--- src/rtl/pressure_alarm_controller.sv ---
// Debounced, operator-acknowledged pressure alarm with peak tracking.
// Optional occurrence counter built only when PRESSURE_ALARM_COUNT_EN is defined.
module pressure_alarm_controller #(
    parameter int unsigned DEBOUNCE_CYCLES = 4,
    parameter int unsigned CLEAR_CYCLES    = 8,
    parameter int unsigned CNT_WIDTH       = 8
) (
    input  logic                 clk,
    input  logic                 rstN,
    input  logic                 sampleValid,
    input  logic                 presureAbnormality,
    input  logic [5:0]           pressureData,
    input  logic                 alarmAck,
    output logic                 alarm,
    output logic                 armed,
    output logic [5:0]           peakPressure,
    output logic [CNT_WIDTH-1:0] alarmCount
);

    typedef enum logic [1:0] {
        S_IDLE    = 2'd0,
        S_CONFIRM = 2'd1,
        S_ALARM   = 2'd2,
        S_RECOVER = 2'd3
    } state_e;

    localparam logic [3:0] DEB_TGT = 4'(DEBOUNCE_CYCLES);
    localparam logic [7:0] CLR_TGT = 8'(CLEAR_CYCLES);

    state_e     state_q, state_d;
    logic [3:0] deb_cnt_q, deb_cnt_d;
    logic [7:0] clr_cnt_q, clr_cnt_d;
    logic [5:0] peak_q, peak_d;
    logic       alarm_q, alarm_d;
    logic       armed_q, armed_d;
    logic       enter_alarm;

    logic       abn_s;
    logic       nrm_s;
    logic [5:0] peak_max;
    logic [3:0] deb_inc;
    logic [7:0] clr_inc;

    assign abn_s    = sampleValid & presureAbnormality;
    assign nrm_s    = sampleValid & ~presureAbnormality;
    assign peak_max = (pressureData > peak_q) ? pressureData : peak_q;
    assign deb_inc  = deb_cnt_q + 4'd1;
    assign clr_inc  = clr_cnt_q + 8'd1;

    // State, counters, peak and registered outputs
    always_ff @(posedge clk or negedge rstN) begin
        if (!rstN) begin
            state_q   <= S_IDLE;
            deb_cnt_q <= '0;
            clr_cnt_q <= '0;
            peak_q    <= '0;
            alarm_q   <= 1'b0;
            armed_q   <= 1'b1;
        end else begin
            state_q   <= state_d;
            deb_cnt_q <= deb_cnt_d;
            clr_cnt_q <= clr_cnt_d;
            peak_q    <= peak_d;
            alarm_q   <= alarm_d;
            armed_q   <= armed_d;
        end
    end

    // Next state: sample-driven transitions, ack wins in ALARM
    always_comb begin
        state_d     = state_q;
        deb_cnt_d   = deb_cnt_q;
        clr_cnt_d   = clr_cnt_q;
        peak_d      = peak_q;
        enter_alarm = 1'b0;
        unique case (state_q)
            S_IDLE: begin
                if (abn_s) begin
                    peak_d = pressureData;
                    if (DEB_TGT == 4'd1) begin
                        state_d     = S_ALARM;
                        deb_cnt_d   = '0;
                        enter_alarm = 1'b1;
                    end else begin
                        state_d   = S_CONFIRM;
                        deb_cnt_d = 4'd1;
                    end
                end
            end
            S_CONFIRM: begin
                if (abn_s) begin
                    peak_d = peak_max;
                    if (deb_inc == DEB_TGT) begin
                        state_d     = S_ALARM;
                        deb_cnt_d   = '0;
                        enter_alarm = 1'b1;
                    end else begin
                        deb_cnt_d = deb_inc;
                    end
                end else if (nrm_s) begin
                    state_d   = S_IDLE;
                    deb_cnt_d = '0;
                end
            end
            S_ALARM: begin
                if (abn_s) begin
                    peak_d = peak_max;
                end
                if (alarmAck) begin
                    state_d   = S_RECOVER;
                    clr_cnt_d = '0;
                end
            end
            S_RECOVER: begin
                if (abn_s) begin
                    clr_cnt_d = '0;
                    peak_d    = peak_max;
                end else if (nrm_s) begin
                    if (clr_inc == CLR_TGT) begin
                        state_d   = S_IDLE;
                        clr_cnt_d = '0;
                    end else begin
                        clr_cnt_d = clr_inc;
                    end
                end
            end
            default: begin
                state_d   = S_IDLE;
                deb_cnt_d = '0;
                clr_cnt_d = '0;
            end
        endcase
    end

    // Output decode from the next state so outputs come straight from flops
    always_comb begin
        alarm_d = 1'b0;
        armed_d = 1'b0;
        unique case (state_d)
            S_IDLE:    armed_d = 1'b1;
            S_ALARM:   alarm_d = 1'b1;
            default: begin
                alarm_d = 1'b0;
                armed_d = 1'b0;
            end
        endcase
    end

    assign alarm        = alarm_q;
    assign armed        = armed_q;
    assign peakPressure = peak_q;

`ifdef PRESSURE_ALARM_COUNT_EN
    logic [CNT_WIDTH-1:0] cnt_q, cnt_d;

    // Saturating count of entries into ALARM
    always_comb begin
        cnt_d = cnt_q;
        if (enter_alarm && (cnt_q != {CNT_WIDTH{1'b1}})) begin
            cnt_d = cnt_q + CNT_WIDTH'(1);
        end
    end

    // Occurrence counter register
    always_ff @(posedge clk or negedge rstN) begin
        if (!rstN) begin
            cnt_q <= '0;
        end else begin
            cnt_q <= cnt_d;
        end
    end

    assign alarmCount = cnt_q;
`else
    logic unused_enter_alarm;

    assign unused_enter_alarm = enter_alarm;
    assign alarmCount         = '0;
`endif

endmodule
--- config.mk ---
export PLATFORM = sky130hd
export DESIGN_NAME = pressure_alarm_controller
export DESIGN_NICKNAME = d
export VERILOG_FILES = /design/src/rtl/pressure_alarm_controller.sv
export SDC_FILE = /design/constraint.sdc
export NUM_CORES = 1
export LEC_CHECK = 0
export CAP_MARGIN = 20
export CORE_MARGIN = 2
export CORE_UTILIZATION = 50
export DETAILED_ROUTE_END_ITERATION = 8
export PLACE_DENSITY = 0.77
export SYNTH_ARGS = -nofsm -noshare
export SYNTH_HDL_FRONTEND = slang
export SYNTH_SLANG_ARGS = --single-unit
--- constraint.sdc ---
create_clock -name clk -period 2.9 [get_ports clk]
set_input_delay 0.435 -clock clk [delete_from_list [all_inputs] [get_ports clk]]
set_output_delay 0.435 -clock clk [all_outputs]
set_load 0.01 [all_outputs]
# Word level (Yosys, flattened, before mapping)
# Cells that the tools add are included.
dict set report totals {
  ff_bits 22
  latch_bits 0
  ram_bits 0
  mem_bits_ro 0
  in_bits 11
  memories 0
}
dict set report op_classes {
  add_sub_neg 2
  n_mul 0
  div_mod_pow 0
  magnitude_cmp 1
  eq_ne 12
  shifts 0
  mux 25
  bitwise_logic 3
  reduce_logical 8
}
# cell n
set ops {}
lappend ops {{$mux 8} 4}
lappend ops {{$mux 6} 3}
lappend ops {{$mux 2} 8}
lappend ops {{$mux 4} 4}
lappend ops {{$pmux 8 s2} 1}
lappend ops {{$pmux 6 s2} 1}
lappend ops {{$reduce_and 3->1} 3}
lappend ops {{$add 8x1->8 const B} 1}
lappend ops {{$eq 8x4->1 const B} 1}
lappend ops {{$pmux 2 s4} 1}
lappend ops {{$pmux 4 s2} 1}
lappend ops {{$eq 2x2->1 const B} 3}
lappend ops {{$gt 6x6->1} 1}
lappend ops {{$ne 3x3->1 const B} 2}
lappend ops {{$add 4x1->4 const B} 1}
lappend ops {{$eq 4x3->1 const B} 1}
lappend ops {{$logic_not 2->1} 2}
lappend ops {{$ne 2x1->1 const B} 2}
lappend ops {{$ne 2x2->1 const B} 2}
lappend ops {{$reduce_bool 2->1} 2}
lappend ops {{$reduce_or 3->1} 1}
lappend ops {{$and 1x1->1} 2}
lappend ops {{$eq 2x1->1 const B} 1}
lappend ops {{$mux 1} 2}
lappend ops {{$not 1->1} 1}

# Longest topological paths before layout
# Gate-level depths: netlist of run 1.
dict set report depth {
  word_depth 8
  mapped_depth 6
}

# Worst setup path after synthesis of run 1
# OpenSTA, ideal clock, no wires.
dict set report synth_timing {
  path_kind {reg-to-reg}
  from {register peak_q[5], in the netlist peakPressure[5]}
  to {register peak_q[0], in the netlist peakPressure[0]}
  arrival_time_ns 1.681
  setup_slack_ns 1.094
  stages_incl_launch_ff 7
  n_path_buf 0
  cell_sequence {dfrtp_1 > inv_1 > ha_1 > o21a_1 > o22ai_1 > a221oi_4 > mux2_2}
}
dict set report synth_via {
  elab_chain_cells 3
}
# item line
set synth_lines {}
lappend synth_lines {{start, declared} 33} ;# logic [5:0] peak_q, peak_d;
lappend synth_lines {{start signal, assigned} 63} ;# peak_q <= peak_d;
lappend synth_lines {{$gt 6x6->1} 46} ;# assign peak_max = (pressureData > peak_q) ? pressureData : peak_q;
lappend synth_lines {{$ne 2x1->1 (no line)} -}
lappend synth_lines {{$reduce_and 3->1 (no line)} -}
# Every way passes these cells.
# A chain may end at the register's enable or synchronous reset.

# Final worst setup path of run 1
dict set report layout_timing {
  from {input pressureData[0]}
  to {register peak_q[4], in the netlist peakPressure[4]}
}
dict set report layout_via {
  elab_chain_cells 3
}
# item line
set layout_lines {}
lappend layout_lines {{start, declared} 12} ;# input logic [5:0] pressureData,
lappend layout_lines {{$gt 6x6->1} 46}
lappend layout_lines {{$ne 2x1->1 (no line)} -}
lappend layout_lines {{$reduce_and 3->1 (no line)} -}
# Every way passes these cells.

==> results list, run 1 <==
- Result of the run: finished, final reports clean
* Count of warnings emitted by yosys: 0
* Clk Latency, worst-skew pair: 0.32 ns
- The most used flip-flop cell after synthesis is dfrtp_1.
- TritonCTS clock tree: done
- Global routing consumed, over all layers together, 17.9% of the routing resources.
- In the routed design, unresolved DRC markers number 0.
- P&R area growth vs syn: 15.8%
- Ant. Diodes: 0
- Number of violations reported at the end of detailed-routing iteration 0: 33
- Worst-case vdd ir drop: 620 uV
* Die outline width: 57.1 um
- Across all layers, the routed design uses 1099 vias.
- Counting the fill cells in the layout gives 240.
- Detailed placement HPWL: 1980 um
- Largest net degree at the start of global routing: 23
* Die area: 3260 um^2
* RSZ-0062 raised after global routing: false
* Share of cells above drive strength 1: 9.94%
- Routed wire length per instance: 13.6 um
- Multiplexer cells account for 5.51% of the synthesized area.
* Initial Util: 51.9%
- Setup violations remaining at the end of the flow were counted as 0.
* Proportion of synthesized chip area in sequential cells: 39.2%
- Between clock sinks in the finished design, the worst skew comes to 0.0164 ns.
* Number of buffers created by CTS: 3
- Number of instances in the synthesized netlist: 144
* Power density normalized to cell area: 765 nW/um^2
- Number of antenna violations at the first check in global routing: 0
- Averaged over all synthesized cells, the footprint is 9.77 um^2.
- Vertical die dimension: 57.1 um
* Post-synthesis share of cell area spent on xor and xnor gates: 2.49%
- In this run the remaining antenna-violating nets after routing total 0.
- The finished layout holds 192 standard cells, fillers aside.
- Synthesis instantiated 46 different standard cells from the library.
* Maximum fanout along the worst path: 6
- Together, buffers and inverters on the worst path number 2.
* Slew at the pin closest to its max-slew limit: 0.540 ns
* Number of search-and-repair iterations in the first detailed-routing pass: 4
* Compound-gate portion of the synthesized area: 17.3%
- After layout, the minimum clock period comes to 2.07 ns.
- Flip-flop and latch count after synthesis: 22
- Kind of critical path: primary input to flop
- The slowest stage of the critical path belongs to the cell clkdlybuf4s50_1.
- TritonCTS Sinks: 22
- CP arrival: 2.27 ns
- The worst pin sits at a relative slew slack of 63.7%.
- The floorplan has 19 rows.
- First-pass GRT wire length: 4500 um
* Number of enable flip-flop cells after synthesis: 0
* Pins over their slew limit: 0
* Total Routed Length: 2610 um
* Std-Cell Core Area: 2710 um^2
- # hold bufs at CTS: 0
* Post_cts resized: 0
* Bufs on Longest Clock Path: 2
- The synthesized netlist devotes 8.00% of its cell area to adder and majority cells.
* Routability congestion estimate: 0.796
* Crit path required time: 3.11 ns
* # port buffers: 18
- The tool flagged a number of max-cap violations equal to 0.
- Once the clock tree was built, the setup fixing pass inserted 0 buffers.
- Family with the most delay on the worst path: compound AO/OA/AOI/OAI gates
- Type of the tightest min-delay check: primary input to asynchronous set/reset pin
- Type of destination of the critical path: flop
* Cell count after placement: 188
- Share of synthesized cell area in and, or, nand and nor gates: 19.7%
* Vias in the first global route: 1002
* Number of H-tree branching levels: 1
* Leak pwr: 0.733 nW
- Clock edge transition at the registers on the reported setup and hold paths: 0.13 ns
- Clock tree synthesis selected as its root buffer the cell clkbuf_4.
- The library cells used most frequently in the layout, excluding fill and tap cells, are dfrtp_1, clkdlybuf4s50_1, nand2_1, o21ai_0, ha_1.
- Area of all sequential standard cells: 552 um^2
* Largest family of logic cells by synthesized area: simple AND/OR/NAND/NOR gates
- STA classifies the critical path startpoint as a primary input.
* Setup tns final: 0 ns
- Leaving out fill and tap cells, the most frequent cell in the layout is dfrtp_1.
- In the synthesized netlist the async set-or-reset flop fraction comes to 100%.
- Multi-input gate area: 777 um^2
- On the worst path, the slowest cell contributes a delay of 0.47 ns.
- Number of nets in the layout: 182
- Number of hold-slack violations in the final timing report: 0
- Based on the critical path, the design can be clocked at up to 484 MHz.
- Total standard cell area after synthesis: 1410 um^2
- Final Cycle Share: 71.3%
- Number of placed I/O pins: 27
- For this run the aggregate overflow at the end of global routing stands at 0.
- Cell-by-cell trace of the critical path: clkdlybuf4s50_1 -> inv_1 -> ha_1 -> nand4_1 -> o22ai_1 -> a221oi_4 -> mux2_2
- Vias per Instance: 5.72
==> path summary, 6_finish.rpt <==
check	start	to	slack, ns	depth (start not counted)
worst max-delay path	pressureData[0]	peakPressure[4]$_DFFE_PN0P_	0.83	7
worst min-delay path	rstN	clr_cnt_q[0]$_DFFE_PN0P_	0.44	2
worst max register to register	peakPressure[3]$_DFFE_PN0P_	peakPressure[4]$_DFFE_PN0P_	0.97	6
worst min register to register	clr_cnt_q[6]$_DFFE_PN0P_	clr_cnt_q[6]$_DFFE_PN0P_	0.54	1
max in group asynchronous	rstN	armed$_DFF_PN1_	2.19	2
min in group clk	clr_cnt_q[6]$_DFFE_PN0P_	clr_cnt_q[6]$_DFFE_PN0P_	0.54	1
==> sequential cells by signal (all words and copies together), names as in the netlist <==
signal        count
alarm             1
peakPressure      6
deb_cnt_q         4
armed             1
state_q           2
clr_cnt_q         8
==> per-stage QoR <==
| step | area (um^2) | setup slack (ns) | util, % | hold WS, ns | power [mW] |
|---|---|---|---|---|---|
| CTS | 1630 | 0.846 | 60.2 | 0.445 | 1.26 |
| detailed placement | 1580 | 0.482 | 58.2 | 0.517 | 1.02 |
| floorplan | 1430 | 1.09 | - | 0.139 | 0.834 |
| global placement | 1580 | 0.540 | 58.2 | 0.497 | 0.992 |
| finish | 1630 | 0.832 | 60.2 | 0.440 | 1.25 |
| global route | 1630 | 0.752 | 60.2 | 0.463 | 1.33 |
==> cells in the mapped netlist, types with 2 or more instances <==
cell type,instances,area [um^2]
mux2_2,6,67.6
clkbuf_1,2,7.51
ha_1,9,113
xor2_1,3,26.3
nor2b_1,3,18.8
o21ai_0,10,50.1
a21oi_1,3,15.0
nor2_1,6,22.5
nor3_1,3,15.0
buf_2,3,15.0
a22o_1,2,17.5
a21o_1,2,15.0
nand2b_1,4,25.0
o21bai_1,3,22.5
o31ai_1,2,15.0
nand4_1,4,25.0
buf_4,8,60.1
and3_1,2,12.5
nand2_1,11,41.3
inv_1,6,22.5
dfrtp_1,21,526
nand3_1,6,30.0
and3b_1,2,17.5
==> cell families (layout without fill, tap and decap cells) <==
logic type / Yosys count / in the layout
AOI/OAI and AO/OA: 33 / 33
xor gates and xnor gates: 4 / 4
adders and majority gates: 9 / 9
buffers and inverters: 19 / 29
DFF: 22 / 22
muxes: 7 / 7
other: 1 / 8
and+or+nand+nor: 49 / 49
==> metal layers <==
layer  up-vias  track usage (%)  part of all wire (%)
met1       530             24.6                    46
met4         0             7.97                   2.1
met5         -                0                     0
li1        536                -                     -
met2        28             27.4                    46
met3         5             3.63                   5.2
==> power breakdown <==
part           leakage [nW]  total (mW)  internal, mW  switching (mW)
combinational         0.422       0.512         0.289           0.223
sequential            0.283       0.497         0.397           0.100
clock                0.0279       0.239         0.140          0.0986
total                 0.733        1.25         0.826           0.422
==> layout make-up <==
type                            count  area share [%]
Multi-Input combinational cell    110            47.7
Sequential cell                    22            33.8
Timing Repair Buffer               19            11.5
Tap cell                           31            2.38
Clock inverter                      1            1.84
Clock buffer                        3            1.38
Inverter                            6            1.38
Note: power is estimated with default switching activity, not from simulation.
==> run 2, diff against run 1 <==
CORE_UTILIZATION = 46   (was 50)
PLACE_DENSITY = 0.75   (was 0.77)
clock period = 1.8 ns   (was 2.9 ns; I/O delays follow)
==> run 2 against run 1 <==
Net effect: the flow now finishes with violations (setup timing); cell area is 15% higher; clock-buffer cell count increased by 1; clock skew down 0.0039 ns; non-clock buffer count is 17 higher; via count is 9.9% higher; first-iteration DRC count up 55%; routed wire length is 24% higher; critical endpoint is now peakPressure[5]$_DFFE_PN0P_; largest cell class unchanged; register-to-register slack lost 1.0 ns; final cell count grew 9.9%; sequential power rose by 56%; sequential share of layout area shrank 4.2 points.
==> results list, run 2 (synthesized netlist as in run 1, its figures left out) <==
- The first-pass GRT wire length was 5130 um (+14%).
- Number of violations reported at the end of detailed-routing iteration 0: 51 (+55%)
- Pins over their slew limit: 0 (unchanged)
- The row count came to 20 (+1).
- Setup-violating endpoint count in the final report: 6 (+6)
- Number of nets in the layout: 199 (+9.3%)
- Multi-input gate area: 901 um^2 (+16%)
- The deepest level of the CTS H-tree was 1 (unchanged).
- Total via count in the routed design: 1208 (+9.9%)
- The width of the die was 59.3 um (+4.0%).
* Vias per Instance: 5.73 (about the same)
- Leak pwr: 0.849 nW (+16%)
- Maximum fanout along the worst path: 3 (-3)
* TritonCTS clock tree: done
- Die area: 3520 um^2 (+8.1%)
- Type of destination of the critical path: flop
* CTS Root Cell: clkbuf_4
- Bufs on Longest Clock Path: 2 (unchanged)
- The die extent in y is 59.3 um (+4.0%).
* Initial Util: 47.3% (-4.7 points)
- Final instance area: 1870 um^2 (+15%)
- Compared with the post-synthesis result, the final layout area differs by 32.6%.
- Placed cell areas: 1660 um^2 (+4.9%)
- The worst path required time came to 2.00 ns (-1.11 ns).
- The summed negative setup slack over all endpoints was -0.114 ns (-0.114 ns).
* Max Clock Skew: 0.0124 ns (-0.00392 ns)
- Final Power: 2.35 mW (+89%)
- Largest net degree at the start of global routing: 23 (unchanged)
* Fin worst setup slack: -0.0311 ns (-0.863 ns)
- Ant. Diodes: 0 (unchanged)
- Register bank with the most flops: clr_cnt_q
- CP arrival: 2.03 ns (-0.24 ns)
* Number of placed I/O pins: 27 (unchanged)
* Violations in the final reports: setup timing
- The flow ran to the end, but the final reports show violations.
* Type of element launching the critical path: flop
- The detail-routed net length per standard cell is 15.3 um (+13%).
- The remaining global-route overflow is 0 (unchanged).
- Number of hold-slack violations in the final timing report: 0 (unchanged)
* Std-Cell Core Area: 2980 um^2 (+9.9%)
* Area of all sequential standard cells: 554 um^2 (+0.45%)
- The min-delay analysis places its worst path in the category primary input to flop.
- Top library cells by usage in the layout, fill and taps aside: dfrtp_1, buf_4, clkdlybuf4s50_1, nand2_1, o21ai_0
* Gr usage total: 19.6% (+1.7 points)
- Clk Latency, worst-skew pair: 0.31 ns (about the same)
* Routability congestion estimate: 0.826 (+3.8%)
- The number of antenna violations at the first check in global routing came to 0 (unchanged).
* Remaining antenna violation count after routing: 0 (unchanged)
* Vias in the first global route: 1166 (+16%)
* Max cap viols: 0 (unchanged)
- Max FFs per register: 8 (unchanged)
- Number of filler instances in the final layout: 230 (-4.2%)
* Most common cell after layout, fill and taps aside: dfrtp_1
- RSZ-0062 raised after global routing: true
* Worst-case vdd ir drop: 690 uV (+11%)
- Kind of critical path: flop to flop
* Remaining routing DRC violations: 0 (unchanged)
* Total Routed Length: 3230 um (+24%)
- Subtracting the final worst setup slack from the clock period gives 1.83 ns.
* Final Cycle Share: 102%
* Achievable clock frequency: 546 MHz
- The final HPWL from detailed placement came to 2230 um (+13%).
- The total of buffers placed on input and output ports is 18 (unchanged).
* Number of search-and-repair iterations in the first detailed-routing pass: 4 (unchanged)
- TritonCTS Sinks: 22 (unchanged)
* Number of buffers created by CTS: 3 (unchanged)
* Clock edge transition at the registers on the reported setup and hold paths: 0.11 ns (-0.02 ns)
* Share of cells above drive strength 1: 26.4% (+16 points)
- Power density normalized to cell area: 1260 nW/um^2 (+65%)
## run 2: cell type report
cell class	count	area share, %
multi-input combinational	110	48.3
sequential	22	29.7
timing repair buffer	36	17.2
tap	33	2.21
clock buffer	4	1.41
inverter	6	1.21
## run 2: worst max-delay path, stage by stage, from the launching register on
cell and delay, ns:
dfrtp_1 0.42, ha_1 0.29, nand4_1 0.12, o22ai_2 0.10, a221oi_4 0.33, buf_6 0.16
mux2_4 0.30
## run 2: stage by stage
step | utilization, % | std cells | worst slack (ns) | hold WS (ns)
4_1_cts | 58.7 | 206 | -0.0328 | 0.301
3_5_place_dp | 55.6 | 200 | -0.455 | 0.501
2_1_floorplan | - | 151 | 0.00228 | -0.0256
6_report | 62.7 | 211 | -0.0311 | 0.257
3_3_place_gp | 55.6 | 200 | -0.392 | 0.492
5_1_grt | 62.7 | 211 | -0.0909 | 0.261
## run 2: what timing repair did
| action | in CTS | in global routing |
|---|---|---|
| hold buffers | 0 | 0 |
| endpoints found under the setup margin | 9 | 10 |
| setup buffers | 2 | 5 |
| resized for setup | 16 | 15 |
| pin swaps | 6 | 6 |
## run 2: worst paths after layout
path	start	slack, ns	to	cells past startpoint
max	peakPressure[0]$_DFFE_PN0P_	-0.03	peakPressure[5]$_DFFE_PN0P_	6
min	pressureData[4]	0.26	peakPressure[4]$_DFFE_PN0P_	2
max reg2reg	peakPressure[0]$_DFFE_PN0P_	-0.03	peakPressure[5]$_DFFE_PN0P_	6
min reg2reg	clr_cnt_q[6]$_DFFE_PN0P_	0.52	clr_cnt_q[6]$_DFFE_PN0P_	1
max in group asynchronous	rstN	1.23	armed$_DFF_PN1_	2
min in group asynchronous	rstN	0.29	peakPressure[2]$_DFFE_PN0P_	2
## run 2: where the power goes
group | leakage [nW] | switching, mW | internal [mW]
clock | 0.0150 | 0.148 | 0.0866
combinational | 0.553 | 0.558 | 0.790
sequential | 0.281 | 0.128 | 0.645
## run 2: metal layers
metal	wire (um)	GRT usage, %	part of all wire [%]
met1	1360	24.4	42
met2	1660	33.0	51
met3	170	3.28	5.3
met4	42	8.77	1.3
met5	0	0	0
